==> config.mk <==
export PLATFORM = sky130hd
export DESIGN_NAME = fetch_stage_flat
export DESIGN_NICKNAME = d
export VERILOG_FILES = /design/src/rtl/fetch_stage_if.sv /design/src/rtl/fetch_stage.sv /design/src/flat_wrapper.sv
export SDC_FILE = /design/constraint.sdc
export NUM_CORES = 1
export LEC_CHECK = 0
export BUFFER_PORTS_ARGS = -buffer_cell sky130_fd_sc_hd__buf_2
export CAP_MARGIN = 20
export CORE_ASPECT_RATIO = 0.8
export CORE_MARGIN = 1.5
export CORE_UTILIZATION = 50
export CTS_BUF_LIST = sky130_fd_sc_hd__clkbuf_4 sky130_fd_sc_hd__clkbuf_8
export CTS_CLUSTER_SIZE = 12
export DETAILED_ROUTE_END_ITERATION = 16
export GPL_ROUTABILITY_DRIVEN = 0
export PLACE_DENSITY_LB_ADDON = 0.08
export SYNTH_ARGS = -nofsm -noshare
export SYNTH_HDL_FRONTEND = slang
export SYNTH_SLANG_ARGS = --single-unit
==> constraint.sdc <==
create_clock -name CLK -period 5.2 [get_ports CLK]
set_input_delay 1.04 -clock CLK [delete_from_list [all_inputs] [get_ports CLK]]
set_output_delay 1.04 -clock CLK [all_outputs]
set_load 0.01 [all_outputs]
==> src/rtl/fetch_stage_if.sv <==
// fetch_stage_if: groups every bus signal of the instruction fetch stage.
//   Memory side : iren, iaddr (fetch -> mem), ihit, irdata (mem -> fetch)
//   Execute side: redirect, redirect_pc (execute -> fetch)
//   Decode side : instr_valid, instr, instr_pc, fetch_fault (fetch -> decode),
//                 decode_ready (decode -> fetch)
// Modports: master = the fetch stage itself, slave = its environment.
interface fetch_stage_if;
    logic        iren;
    logic [31:0] iaddr;
    logic        ihit;
    logic [31:0] irdata;
    logic        redirect;
    logic [31:0] redirect_pc;
    logic        instr_valid;
    logic [31:0] instr;
    logic [31:0] instr_pc;
    logic        decode_ready;
    logic        fetch_fault;

    modport master (
        output iren, iaddr, instr_valid, instr, instr_pc, fetch_fault,
        input  ihit, irdata, redirect, redirect_pc, decode_ready
    );

    modport slave (
        input  iren, iaddr, instr_valid, instr, instr_pc, fetch_fault,
        output ihit, irdata, redirect, redirect_pc, decode_ready
    );
endinterface

==> src/rtl/fetch_stage.sv <==
// fetch_stage: instruction fetch for the two-stage RV32I pipeline.
// Holds the architectural PC, issues word reads to instruction memory and
// presents one registered instruction (plus its PC) to decode through a
// valid/ready slot. Redirects from execute replace the PC; an in-flight
// memory request is kept stable until its ihit and its data is discarded.
//
// Ports:
//   CLK   - clock, rising edge
//   nRST  - asynchronous active-low reset
//   bus   - fetch_stage_if.master (memory, redirect and decode signals)
// Parameter:
//   RESET_PC - PC loaded on reset
// Optional build macro:
//   FETCH_MISALIGN_CHECK_EN - a redirect to a non-word-aligned target parks
//   the stage in FAULT and raises fetch_fault. Without it the low two target
//   bits are forced to zero and fetch_fault is tied low.
//
// state | meaning
// FETCH | issue a request whenever the slot can accept data
// WAIT  | request outstanding, its data will be loaded into the slot
// DRAIN | request outstanding after a redirect, its data will be dropped
// FAULT | misaligned redirect target seen; no fetching until aligned redirect
module fetch_stage #(
    parameter logic [31:0] RESET_PC = 32'h0000_0200
) (
    input  logic          CLK,
    input  logic          nRST,
    fetch_stage_if.master bus
);
    typedef enum logic [1:0] {
        FETCH = 2'd0,
        WAIT  = 2'd1,
        DRAIN = 2'd2
`ifdef FETCH_MISALIGN_CHECK_EN
        , FAULT = 2'd3
`endif
    } state_t;

    state_t      state;
    logic [31:0] pc;
    logic [31:0] req_addr;
    logic [31:0] instr_q;
    logic [31:0] instr_pc_q;
    logic        instr_valid_q;
    logic        slot_free;
    logic        iren_c;
    logic        miss_pending;
    logic [31:0] redirect_target;
`ifdef FETCH_MISALIGN_CHECK_EN
    logic        redirect_misaligned;
    logic        fault_pending;
    logic        fetch_fault_q;
`endif

    // iren is combinational because a free slot must be refilled in the
    // same cycle decode consumes it to sustain one instruction per cycle.
    always_comb begin
        slot_free = !instr_valid_q || bus.decode_ready;
        iren_c    = 1'b0;
        case (state)
            FETCH:       iren_c = slot_free;
            WAIT, DRAIN: iren_c = 1'b1;
            default:     iren_c = 1'b0;
        endcase
        iren_c       = iren_c && nRST;
        miss_pending = iren_c && !bus.ihit;
    end

`ifdef FETCH_MISALIGN_CHECK_EN
    assign redirect_target     = bus.redirect_pc;
    assign redirect_misaligned = |bus.redirect_pc[1:0];
    assign bus.fetch_fault     = fetch_fault_q;
`else
    assign redirect_target     = bus.redirect_pc & 32'hFFFF_FFFC;
    assign bus.fetch_fault     = 1'b0;
`endif

    // Outside FETCH the request address must not follow pc: during DRAIN
    // pc already holds the redirect target while memory still serves the
    // old request.
    assign bus.iren        = iren_c;
    assign bus.iaddr       = (state == FETCH) ? pc : req_addr;
    assign bus.instr_valid = instr_valid_q;
    assign bus.instr       = instr_q;
    assign bus.instr_pc    = instr_pc_q;

    always_ff @(posedge CLK or negedge nRST) begin
        if (!nRST) begin
            state         <= FETCH;
            pc            <= RESET_PC;
            req_addr      <= RESET_PC;
            instr_q       <= '0;
            instr_pc_q    <= '0;
            instr_valid_q <= 1'b0;
`ifdef FETCH_MISALIGN_CHECK_EN
            fault_pending <= 1'b0;
            fetch_fault_q <= 1'b0;
`endif
        end else begin
            if (state == FETCH && iren_c)
                req_addr <= pc;

            if (bus.redirect) begin
                pc            <= redirect_target;
                instr_valid_q <= 1'b0;
`ifdef FETCH_MISALIGN_CHECK_EN
                if (redirect_misaligned) begin
                    if (miss_pending) begin
                        state         <= DRAIN;
                        fault_pending <= 1'b1;
                    end else begin
                        state         <= FAULT;
                        fault_pending <= 1'b0;
                        fetch_fault_q <= 1'b1;
                    end
                end else begin
                    state         <= miss_pending ? DRAIN : FETCH;
                    fault_pending <= 1'b0;
                    fetch_fault_q <= 1'b0;
                end
`else
                state <= miss_pending ? DRAIN : FETCH;
`endif
            end else begin
                if (instr_valid_q && bus.decode_ready)
                    instr_valid_q <= 1'b0;
                case (state)
                    FETCH: begin
                        if (iren_c && bus.ihit) begin
                            instr_q       <= bus.irdata;
                            instr_pc_q    <= pc;
                            instr_valid_q <= 1'b1;
                            pc            <= pc + 32'd4;
                        end else if (iren_c) begin
                            state <= WAIT;
                        end
                    end
                    WAIT: begin
                        if (bus.ihit) begin
                            instr_q       <= bus.irdata;
                            instr_pc_q    <= pc;
                            instr_valid_q <= 1'b1;
                            pc            <= pc + 32'd4;
                            state         <= FETCH;
                        end
                    end
                    DRAIN: begin
                        if (bus.ihit) begin
`ifdef FETCH_MISALIGN_CHECK_EN
                            if (fault_pending) begin
                                state         <= FAULT;
                                fault_pending <= 1'b0;
                                fetch_fault_q <= 1'b1;
                            end else begin
                                state <= FETCH;
                            end
`else
                            state <= FETCH;
`endif
                        end
                    end
                    default: state <= state;
                endcase
            end
        end
    end
endmodule

==> src/flat_wrapper.sv <==
// flat-port wrapper written by rule: the top's interface ports become plain ports
module fetch_stage_flat 
#(
    parameter logic [31:0] RESET_PC = 32'h0000_0200
)
  (CLK, nRST, bus_iren, bus_iaddr, bus_instr_valid, bus_instr, bus_instr_pc, bus_fetch_fault, bus_ihit, bus_irdata, bus_redirect, bus_redirect_pc, bus_decode_ready);
  fetch_stage_if bus_i ();
  input  logic CLK;
  input  logic nRST;
  output wire logic [$bits(bus_i.iren)-1:0] bus_iren;
  output wire logic [$bits(bus_i.iaddr)-1:0] bus_iaddr;
  output wire logic [$bits(bus_i.instr_valid)-1:0] bus_instr_valid;
  output wire logic [$bits(bus_i.instr)-1:0] bus_instr;
  output wire logic [$bits(bus_i.instr_pc)-1:0] bus_instr_pc;
  output wire logic [$bits(bus_i.fetch_fault)-1:0] bus_fetch_fault;
  input wire logic [$bits(bus_i.ihit)-1:0] bus_ihit;
  input wire logic [$bits(bus_i.irdata)-1:0] bus_irdata;
  input wire logic [$bits(bus_i.redirect)-1:0] bus_redirect;
  input wire logic [$bits(bus_i.redirect_pc)-1:0] bus_redirect_pc;
  input wire logic [$bits(bus_i.decode_ready)-1:0] bus_decode_ready;
  assign bus_iren = bus_i.iren;
  assign bus_iaddr = bus_i.iaddr;
  assign bus_instr_valid = bus_i.instr_valid;
  assign bus_instr = bus_i.instr;
  assign bus_instr_pc = bus_i.instr_pc;
  assign bus_fetch_fault = bus_i.fetch_fault;
  assign bus_i.ihit = bus_ihit;
  assign bus_i.irdata = bus_irdata;
  assign bus_i.redirect = bus_redirect;
  assign bus_i.redirect_pc = bus_redirect_pc;
  assign bus_i.decode_ready = bus_decode_ready;
  fetch_stage #(.RESET_PC(RESET_PC)) u_core (.CLK(CLK), .nRST(nRST), .bus(bus_i));
endmodule
==> results.md <==
* Number of H-tree levels at 4
* Die H at 99.65 µm
* Post-synthesis cell type count at 45
* Cts hold-fix bufs at 0
* Post-CTS resize count at 0
* Share of layout cells above drive strength 1 at 0.5208
* Period minus WS final at 3.162 ns
* Startpoint Class: flip-flop
* Hpwl dp at approximately 8500 µm
* Clock Latency Late Sink at between 0.4 and 0.5 ns
* Status: finished, final reports clean
* Clk buf depth at 2
* Starting DRC count in detailed routing at around 130
* Required @ worst endpoint at between 4 and 5 ns
* Worst hold path class: input pin to async pin
* Vias in the first global route at around 3900
* Initial antenna violation count at 0
* Clock-pin slew on the worst setup and hold paths at roughly 0.07 ns
* CP Max Fanout at 35
* Mapped Avg Cell Area at roughly 13 µm²
* Nets@finish at about 690
* Leakage dissipation at 3.281 nW
* Core box area at roughly 0.011 mm²
* Register area share after synthesis at 0.5362
* Global-route wire length before repair at ~20000 µm
* Placed Cells at approximately 740
* IO Pins at approximately 170
* Most used flip-flop cell after synthesis: dfrtp_1
* Vias at roughly 4000
* First-pass iteration count of the detailed router at 4
* Final Cycle Share at 0.6081
* Max Slew Vio Count at 0
* Post-synth EDFFs at 0
* RSZ-0062 raised after global routing: no
* Die area at between 0.01 and 0.015 mm²
* Worst Tran Pin Value at 0.8788 ns
* Fin. Hold Viols at 0
* Total track usage at 0.2160
* Kind of critical path: flip-flop to primary output
* Largest net degree at the start of global routing at between 60 and 70
* Hold_ws at about 0.47 ns
* VDD IR max at around 0.26 mV
* PwrDens at about 530 mW/mm²
* Fmax at around 0.32 GHz
* Initial Util at 0.5108
* Mean routed wirelength per cell at 16.36 µm
* CTS tree: yes
* Maximum capacitance violations at 0
* Final setup fails at 0
* Die W at roughly 120 µm
* Buffers on Ports at between 150 and 200
* Critical path arrival at 2.12 ns
* Clock root cell: clkbuf_8
* Post-Layout Cell Count at roughly 770
* TritonCTS Sinks at about 130
* Grt total ovfl at 0
* Post-DRT Antenna Nets at 0
* Area growth, synth to finish at 21.95%
* Final Skew at roughly 0.013 ns
* Final WL at 12660 µm
* Ys async rst share at 1.000
* Antenna fix cells at 0
* Setup TNS after final layout at 0 ns
* Yosys Warn Count at 0
* Setup crit end kind: primary output
* Cell Rows at 35
* Netlist Area Pre-Place at roughly 0.0058 mm²
* Drt drc at 0
* Vias per cell at between 5 and 6
* CTS buffer count at 17
* Slew margin rel. at 0.4127
* Post-CTS setup buffers at 0
* Synth Register Bits at roughly 130
* Synthesized instance count at about 460
## layout make-up
type | instances | area [µm²]
Multi-Input combinational cell | 298 | 2526
Timing Repair Buffer | 166 | 864.6
Sequential cell | 125 | 3131
Inverter | 5 | 18.77
Tap cell | 148 | 185.2
Fill cell | 955 | 4310
Clock inverter | 7 | 87.58
Clock buffer | 25 | 306.5
## critical path: stages, from the launching register on
cell     delay, ns
dfrtp_1       0.40
inv_1         0.10
ha_2          0.18
buf_4         0.42
mux2_2        0.41
buf_2         0.14
## report_power, final
part	internal (W)	switching, W	total [W]
Combinational	0.000729	0.000635	0.00136
Clock	0.000480	0.000369	0.000849
Sequential	0.00136	0.000207	0.00157
## worst paths after layout
kind / startpoint / to / slack, ns / cells past startpoint
max: u_core.state[0] / bus_iaddr[6] / 2.04 / 5
max in group asynchronous: nRST / u_core.req_addr[15] / 3.14 / 3
max reg2reg: u_core.state[0] / u_core.bus.instr_pc[8] / 2.18 / 8
min in group CLK: u_core.bus.instr[3] / u_core.bus.instr[3] / 0.48 / 1
min reg2reg: u_core.bus.instr[3] / u_core.bus.instr[3] / 0.48 / 1
min: nRST / u_core.pc[2] / 0.47 / 1
## placed cells by master, fill, tap and decap left out, types with 2 or more instances in the layout
cell type / Yosys / layout
a21oi_1: 4 / 4
and3_1: 4 / 4
and4_1: 6 / 6
buf_2: 12 / 159
buf_4: 6 / 5
bufinv_16: 0 / 2
clkbuf_4: 0 / 6
clkbuf_8: 0 / 19
clkinv_2: 0 / 4
conb_1: 1 / 5
dfrtp_1: 123 / 123
dfstp_2: 2 / 2
ha_1: 4 / 3
inv_1: 5 / 5
mux2_1: 6 / 6
mux2_2: 120 / 120
nand2_1: 33 / 33
nand2b_1: 3 / 3
nand3_1: 7 / 7
nand4_1: 9 / 9
nor2_1: 2 / 2
nor3_1: 9 / 9
nor4_1: 12 / 12
o21ai_0: 19 / 19
o21ai_1: 6 / 6
o31a_1: 4 / 4
xnor2_1: 19 / 19
xor2_1: 8 / 8
## Yosys cell counts (2+ instances only)
library cell	instances	area [µm²]
clkbuf_1	17	63.81
o21ai_0	19	95.09
dfrtp_1	123	3078
mux2_1	6	67.56
mux2_2	120	1351
inv_1	5	18.77
a21oi_1	4	20.02
dfstp_2	2	52.55
ha_1	4	50.05
nand2_1	33	123.9
nand4_1	9	56.30
nor3_1	9	45.04
nand3_1	7	35.03
xor2_1	8	70.07
nor4_1	12	75.07
nand2b_1	3	18.77
buf_2	12	60.06
buf_4	6	45.04
o21ai_1	6	30.03
nor2_1	2	7.510
and3_1	4	25.02
and4_1	6	52.55
o31a_1	4	35.03
xnor2_1	19	166.4
## per-layer routing
| layer | track usage | up-vias | routed length (µm) |
|---|---|---|---|
| met5 | 0 | - | 0 |
| met3 | 0.04759 | 15 | 556 |
| li1 | - | 1943 | - |
| met1 | 0.3105 | 2048 | 6081 |
| met4 | 0.08930 | 0 | 173 |
| met2 | 0.3170 | 89 | 5851 |
## per-stage QoR
stage          area [µm²]  setup WS, ns  power (W)    util
2_1_floorplan        5853         2.697   0.002433       -
3_3_place_gp         6725         1.851   0.002919  0.5884
3_5_place_dp         6725         1.800   0.002968  0.5884
4_1_cts              7119         2.023   0.003828  0.6229
5_1_grt              7119         1.931   0.004025  0.6229
6_report             7119         2.038   0.003779  0.6229
## cells by family after synthesis
group	Yosys count	share of synthesized area
buffers and inverters	42	0.03493
adder cells (fa/ha/maj)	4	0.008573
XOR/XNOR	27	0.04051
AND/OR/NAND/NOR	97	0.09366
multiplexers	127	0.2447
other	1	0.0006423
AO/OA/AOI/OAI	38	0.04072
flip-flops	125	0.5362
## flip-flops by register name, summed over array words and instances (netlist names)
register	count
u_core.bus.instr	32
u_core.bus.instr_pc	30
u_core.pc	30
u_core.req_addr	30
u_core.state	2
u_core.bus.instr_valid	1
Note: power is estimated with default switching activity, not from simulation.
